<file path="src/rtl/rob_core_pkg.sv">
// Shared types and constants for the reorder buffer core.
// Used by rob_core (top) and rob_ptr (wrap-bit pointer).
package rob_core_pkg;

    // Tag width for the default 16-entry ROB.
    localparam int ROB_SIZE_BITS = 4;
    localparam int RD_W          = 6;
    localparam int PC_W          = 32;
    localparam int LANES         = 2;

    // One ROB slot: status bits plus the payload handed back at retire.
    typedef struct packed {
        logic            valid;
        logic            done;
        logic [RD_W-1:0] rd;
        logic [RD_W-1:0] rd_old;
        logic [PC_W-1:0] pc;
    } robEntry;

    // Payload presented by one dispatch lane.
    typedef struct packed {
        logic [RD_W-1:0] rd;
        logic [RD_W-1:0] rd_old;
        logic [PC_W-1:0] pc;
    } disp_lane_t;

    // Fields presented by one retire lane.
    typedef struct packed {
        logic            valid;
        logic [RD_W-1:0] rd;
        logic [RD_W-1:0] rd_old;
        logic [PC_W-1:0] pc;
    } ret_lane_t;

    // Number of set bits in a two-lane mask (0, 1 or 2).
    function automatic logic [1:0] pop2(input logic [1:0] v);
        return {v[1] & v[0], v[1] ^ v[0]};
    endfunction

endpackage

</file>
<file path="src/rtl/rob_core_ptr.sv">
// rob_ptr: head/tail pointer with one extra wrap bit.
// Advances by 0, 1 or 2 per cycle; the MSB toggles on every pass
// through the ring so equal indices can be told apart as full/empty.
module rob_ptr
    import rob_core_pkg::*;
#(
    parameter int TAG_W = ROB_SIZE_BITS
) (
    input  logic             clk,
    input  logic             rst_n,
    input  logic             i_clr,
    input  logic [1:0]       i_inc,
    output logic [TAG_W:0]   o_ptr
);

    logic [TAG_W:0] r_ptr;

    // Pointer register; ring size is a power of two so plain addition wraps.
    always_ff @(posedge clk) begin
        if (!rst_n || i_clr) r_ptr <= '0;
        else                 r_ptr <= r_ptr + (TAG_W+1)'(i_inc);
    end

    assign o_ptr = r_ptr;

endmodule

</file>
<file path="src/rtl/rob_core.sv">
// rob_core: two-wide dispatch / two-wide retire reorder buffer.
// Optional feature macro: ROB_FLUSH_EN adds a 'flush' input that empties
// the ROB at the next edge and overrides dispatch, completion and retire.
module rob_core
    import rob_core_pkg::*;
#(
    parameter int DEPTH   = 16,
    parameter int NUM_CPL = 3,
    parameter int TAG_W   = $clog2(DEPTH)
) (
    input  logic                          clk,
    input  logic                          rst_n,
`ifdef ROB_FLUSH_EN
    input  logic                          flush,
`endif
    input  logic [LANES-1:0]              disp_valid,
    input  logic [LANES-1:0][RD_W-1:0]    disp_rd,
    input  logic [LANES-1:0][RD_W-1:0]    disp_rd_old,
    input  logic [LANES-1:0][PC_W-1:0]    disp_pc,
    output logic                          disp_ready,
    output logic [LANES-1:0][TAG_W-1:0]   disp_rob_num,
    input  logic [NUM_CPL-1:0]            cpl_valid,
    input  logic [NUM_CPL-1:0][TAG_W-1:0] cpl_rob_num,
    output logic [LANES-1:0]              ret_valid,
    output logic [LANES-1:0][RD_W-1:0]    ret_rd,
    output logic [LANES-1:0][RD_W-1:0]    ret_rd_old,
    output logic [LANES-1:0][PC_W-1:0]    ret_pc,
    output logic                          full,
    output logic                          empty,
    output logic [TAG_W:0]                count
);

    logic                 w_flush;
    logic [TAG_W:0]       w_head;
    logic [TAG_W:0]       w_tail;
    logic [TAG_W:0]       w_count;
    logic                 w_ready;
    logic [1:0]           w_alloc;
    logic [1:0]           w_ret;
    logic [TAG_W-1:0]     w_h0, w_h1, w_t0, w_t1;
    logic [DEPTH-1:0]     w_cpl_hit;
    robEntry              w_hent [LANES];
    disp_lane_t           w_dl   [LANES];
    ret_lane_t            w_rl   [LANES];

    robEntry              r_ent  [DEPTH];

`ifdef ROB_FLUSH_EN
    assign w_flush = flush;
`else
    assign w_flush = 1'b0;
`endif

    // Pointers: tail moves by the accepted dispatch count, head by retires.
    rob_ptr #(.TAG_W(TAG_W)) u_tail (
        .clk   (clk),
        .rst_n (rst_n),
        .i_clr (w_flush),
        .i_inc (pop2(w_alloc)),
        .o_ptr (w_tail)
    );

    rob_ptr #(.TAG_W(TAG_W)) u_head (
        .clk   (clk),
        .rst_n (rst_n),
        .i_clr (w_flush),
        .i_inc (pop2(w_ret)),
        .o_ptr (w_head)
    );

    // Occupancy comes straight from the wrap-bit pointer difference.
    assign w_count = w_tail - w_head;
    // Two free slots are always required so a dual dispatch never overruns.
    assign w_ready = (w_count <= (TAG_W+1)'(DEPTH - 2));
    assign w_alloc = w_ready ? disp_valid : 2'b00;

    // Slot indices: lane 1 takes tail only when lane 0 is idle.
    assign w_t0 = w_tail[TAG_W-1:0];
    assign w_t1 = w_t0 + TAG_W'(disp_valid[0]);
    assign w_h0 = w_head[TAG_W-1:0];
    assign w_h1 = w_h0 + TAG_W'(1);

    assign w_hent[0] = r_ent[w_h0];
    assign w_hent[1] = r_ent[w_h1];

    // Retire in order: lane 1 only behind a retiring lane 0.
    always_comb begin
        w_ret    = 2'b00;
        w_ret[0] = w_hent[0].valid & w_hent[0].done & ~w_flush;
        w_ret[1] = w_ret[0] & w_hent[1].valid & w_hent[1].done;
    end

    // Completion decode: any port naming a valid entry marks it done.
    always_comb begin
        w_cpl_hit = '0;
        for (int i = 0; i < DEPTH; i++) begin
            for (int p = 0; p < NUM_CPL; p++) begin
                if (cpl_valid[p] && (cpl_rob_num[p] == TAG_W'(i)) && r_ent[i].valid)
                    w_cpl_hit[i] = 1'b1;
            end
        end
    end

    // Unpack dispatch payload per lane.
    always_comb begin
        for (int l = 0; l < LANES; l++) begin
            w_dl[l].rd     = disp_rd[l];
            w_dl[l].rd_old = disp_rd_old[l];
            w_dl[l].pc     = disp_pc[l];
        end
    end

    // Entry state: completion, then retire clear, then allocation.
    // Allocated slots are free by construction so they never collide with
    // retiring ones; payloads are left unreset.
    always_ff @(posedge clk) begin
        if (!rst_n || w_flush) begin
            for (int i = 0; i < DEPTH; i++) begin
                r_ent[i].valid <= 1'b0;
                r_ent[i].done  <= 1'b0;
            end
        end else begin
            for (int i = 0; i < DEPTH; i++) begin
                if (w_cpl_hit[i])
                    r_ent[i].done <= 1'b1;
                if ((w_ret[0] && w_h0 == TAG_W'(i)) || (w_ret[1] && w_h1 == TAG_W'(i))) begin
                    r_ent[i].valid <= 1'b0;
                    r_ent[i].done  <= 1'b0;
                end
                if (w_alloc[0] && w_t0 == TAG_W'(i)) begin
                    r_ent[i].valid  <= 1'b1;
                    r_ent[i].done   <= 1'b0;
                    r_ent[i].rd     <= w_dl[0].rd;
                    r_ent[i].rd_old <= w_dl[0].rd_old;
                    r_ent[i].pc     <= w_dl[0].pc;
                end else if (w_alloc[1] && w_t1 == TAG_W'(i)) begin
                    r_ent[i].valid  <= 1'b1;
                    r_ent[i].done   <= 1'b0;
                    r_ent[i].rd     <= w_dl[1].rd;
                    r_ent[i].rd_old <= w_dl[1].rd_old;
                    r_ent[i].pc     <= w_dl[1].pc;
                end
            end
        end
    end

    // Retire lanes: fields read as zero whenever the strobe is low,
    // including while reset is held.
    always_comb begin
        for (int l = 0; l < LANES; l++) begin
            w_rl[l].valid  = w_ret[l] & rst_n;
            w_rl[l].rd     = w_rl[l].valid ? w_hent[l].rd     : '0;
            w_rl[l].rd_old = w_rl[l].valid ? w_hent[l].rd_old : '0;
            w_rl[l].pc     = w_rl[l].valid ? w_hent[l].pc     : '0;
            ret_valid[l]   = w_rl[l].valid;
            ret_rd[l]      = w_rl[l].rd;
            ret_rd_old[l]  = w_rl[l].rd_old;
            ret_pc[l]      = w_rl[l].pc;
        end
    end

    // Status outputs, held at their idle values while reset is asserted.
    assign disp_ready      = ~rst_n | w_ready;
    assign disp_rob_num[0] = rst_n ? w_t0 : '0;
    assign disp_rob_num[1] = rst_n ? w_t1 : '0;
    assign count           = rst_n ? w_count : '0;
    assign empty           = ~rst_n | (w_count == '0);
    assign full            = rst_n & (w_count == (TAG_W+1)'(DEPTH));

endmodule

</file>
<file path="config.mk">
export PLATFORM = sky130hd
export DESIGN_NAME = rob_core
export DESIGN_NICKNAME = d
export VERILOG_FILES = /design/src/rtl/rob_core_pkg.sv /design/src/rtl/rob_core_ptr.sv /design/src/rtl/rob_core.sv
export SDC_FILE = /design/constraint.sdc
export NUM_CORES = 2
export LEC_CHECK = 0
export CORE_ASPECT_RATIO = 1.4
export CORE_MARGIN = 2
export CORE_UTILIZATION = 35
export DETAILED_ROUTE_END_ITERATION = 7
export GPL_TIMING_DRIVEN = 0
export HOLD_SLACK_MARGIN = 0.08
export PLACE_DENSITY_LB_ADDON = 0.2
export SYNTH_ARGS = -nofsm -noshare
export SYNTH_HDL_FRONTEND = slang
export SYNTH_SLANG_ARGS = --single-unit
</file>
<file path="constraint.sdc">
create_clock -name clk -period 7 [get_ports clk]
set_clock_uncertainty 0.05 [all_clocks]
set_input_delay 0.7 -clock clk [delete_from_list [all_inputs] [get_ports clk]]
set_output_delay 0.7 -clock clk [all_outputs]
set_load 0.1 [all_outputs]
</file>
==> impl_metrics.ini <==
[outcome]
status = finished with violations
violations = capacitance limit, slew limit, setup timing

[worst_setup_path]
cp-start-kind = flip-flop
cp_slowest_cell = clkdlybuf4s50_1
endpoint_kind = primary output
critPathMaxStageDelay_ns = 1.20
path_class = flip-flop to primary output
crit_path_max_fanout = 13
path_cells = clkbuf_1 > nand3_1 > a21oi_1 > o22ai_1 > a211oi_2 > clkbuf_1 > clkbuf_1 > and3_1 > clkdlybuf4s50_1
worstPathRequired_ns = 6.25
worst-endpoint-arrival_ns = 6.32
crit_top_cell = clkbuf_1

[floorplanning]
start_util_pct = 35.1
die_w_um = 310
dieArea_mm2 = 0.134
design.core.area_mm2 = 0.130
dieHeight_um = 432
rows = 157
ios = 213

[placed_design]
routabilityCongestion = 0.924
io_buffers = 210
hpwl_um = 137000

[timing]
period_share_pct = 101
finalSetupViolations = 2
setup_tns_ns = -0.0941
relSlewSlack_pct = -1.55
rsz0062_at_grt = no
fin_hold_ws_ns = 0.418
setup_ws_ns = -0.0661
finalHoldViolCount = 0
fmax_ghz = 0.142
worstMarginPinSlew_ns = 1.52
period_minus_slack_ns = 7.07
slew_violations = 23

[logic_synthesis]
ys_seq_area_share_pct = 48.6
syn_nets = 3658
ys_seq_elements = 746
synth_area_leaders = edfxtp_1 (48%), mux4_2 (22%), mux2_2 (8.7%)
ys_types = 66
syn_area_per_cell_um2 = 13.0
syn_inst = 3531
synth_top_area_share_pct = 48.1
yosysTopAreaCell = edfxtp_1
synthFlopType = edfxtp_1
async_flop_share_pct = 0
synth_area_mm2 = 0.0458
synth_edf_count = 734
synth_warnings = 0

[routing]
antenna_left = 0
drt_iter0_drc = 4829
vias = 35300
drc = 0
viasPerCell = 6.21
drtPass1Iterations = 6
wl_um = 189000
wl_per_cell_um = 33.4

[grt]
grt_max_degree = 47
grt_pass1_vias = 35100
grt_pass1_wl_um = 266000
track_usage_pct = 28.2
grt_overflow = 0
antenna_found_initial = 13

[pwr]
power.density_mw_per_mm2 = 300
power.leakage_nw = 17.6
vdd_drop_max_mv = 0.224

[clocking]
cts_hold_buf = 0
clockBufferDepth = 3
cts_buffers = 81
clk_latency_ns = 0.71
cts_htree_levels = 3
clock-root-buffer = clkbuf_16
cts_tree = built
clock_sinks = 746
cts.reportedPaths.clkPinSlew_ns = 0.07

[cells_and_area]
multi_input_area_mm2 = 0.0220
fill_cells = 12300
syn2layout_area_growth_pct = 17.1
regArea_mm2 = 0.0223
drive_gt1_share_pct = 28.3
nets = 3990
fin_util_pct = 41.1

[flow_run]
cap_viol_max_count = 2

[hold_path]
holdCritPathClass = flip-flop to flip-flop
[sequential cells by signal, indices dropped and copies added (netlist names)]
signal	flops
u_tail.o_ptr	5
u_head.o_ptr	5
r_ent	736
[path summary, 6_finish.rpt]
path,to,from,slack (ns),depth (start not counted)
max reg2reg,r_ent[2][41],u_head.o_ptr[3],0.13,18
min,r_ent[8][44],r_ent[8][44],0.42,2
min reg2reg,r_ent[8][44],r_ent[8][44],0.42,2
max,ret_rd_old[0],u_head.o_ptr[0],-0.07,9
[stage by stage]
stage | setup WS (ns) | total power (W) | cell area (um2) | cells
floorplan | 0.0386 | 0.00950 | 45800 | 3531
global placement | -8.44 | 0.0116 | 50100 | 5490
detailed placement | -1.66 | 0.0117 | 51200 | 5531
CTS | 0.00142 | 0.0160 | 53700 | 5674
global route | 0.00103 | 0.0165 | 53600 | 5674
finish | -0.0661 | 0.0161 | 53600 | 5678
[power breakdown]
group          switching (W)  total, W  internal, W
Sequential          0.000194   0.00597      0.00578
Clock                0.00195   0.00428      0.00233
Combinational        0.00384   0.00585      0.00201
[layout make-up]
cell class / count / area share, %
flip-flops and latches: 746 / 41.5
clock buffers: 99 / 3.92
clock inverters: 45 / 0.700
inverters: 20 / 0.145
well taps: 1749 / 4.08
multi-input cells: 2386 / 41.0
plain buffers: 377 / 3.36
repair buffers: 251 / 5.25
diodes: 5 / 0.0233
[timing repair]
item | CTS | global route
buffers inserted | 0 | 0
setup endpoints to repair | 708 | 103
resized for setup | 102 | 71
pin swaps | 0 | 0
[routing by layer]
| layer | global-route usage, % | share of wire [%] |
|---|---|---|
| met3 | 6.32 | 9.8 |
| met5 | 0 | 0.038 |
| met2 | 46.7 | 48 |
| met4 | 14.3 | 6.1 |
| met1 | 34.4 | 36 |
[logic make-up (layout without fill, tap and decap cells)]
| kind of cell | Yosys count | count (layout) | share of synthesized area, % |
|---|---|---|---|
| adders and majority gates | 20 | 20 | 0.595 |
| other | 0 | 5 | 0 |
| muxes | 807 | 807 | 30.8 |
| DFF | 746 | 746 | 48.6 |
| AOI/OAI and AO/OA | 478 | 478 | 5.76 |
| buffers and inverters | 399 | 792 | 3.88 |
| xor gates and xnor gates | 14 | 14 | 0.268 |
| and+or+nand+nor | 1067 | 1067 | 10.1 |
[cells in the final DEF (no fill, tap or decap), types with 27 or more instances in the layout]
| master | netlist | final |
|---|---|---|
| buf_6 | 33 | 33 |
| clkbuf_1 | 300 | 281 |
| nor2_1 | 64 | 61 |
| a21oi_1 | 368 | 368 |
| mux4_2 | 445 | 445 |
| and2_1 | 58 | 58 |
| and3_1 | 49 | 49 |
| nand2_1 | 754 | 753 |
| clkbuf_2 | 0 | 61 |
| clkdlybuf4s50_1 | 0 | 154 |
| mux2_2 | 355 | 355 |
| nor3_1 | 27 | 27 |
| edfxtp_1 | 734 | 734 |
| clkbuf_16 | 0 | 81 |
[cells in the mapped netlist (27+ instances only)]
master,n
buf_6,33
o21ai_0,33
mux4_2,445
nand2_1,754
buf_1,35
and3_1,49
mux2_2,355
a21oi_1,368
edfxtp_1,734
nor3_1,27
and2_1,58
nor2_1,64
clkbuf_1,300
[worst max-delay path, delay by kind of cell (launching register included)]
kind            cells  cell delay [ns]
compound gates      3             1.07
simple gates        2             0.62
buf+inv             4             3.18
flops               1             0.72
(Power assumes the default switching activity.)
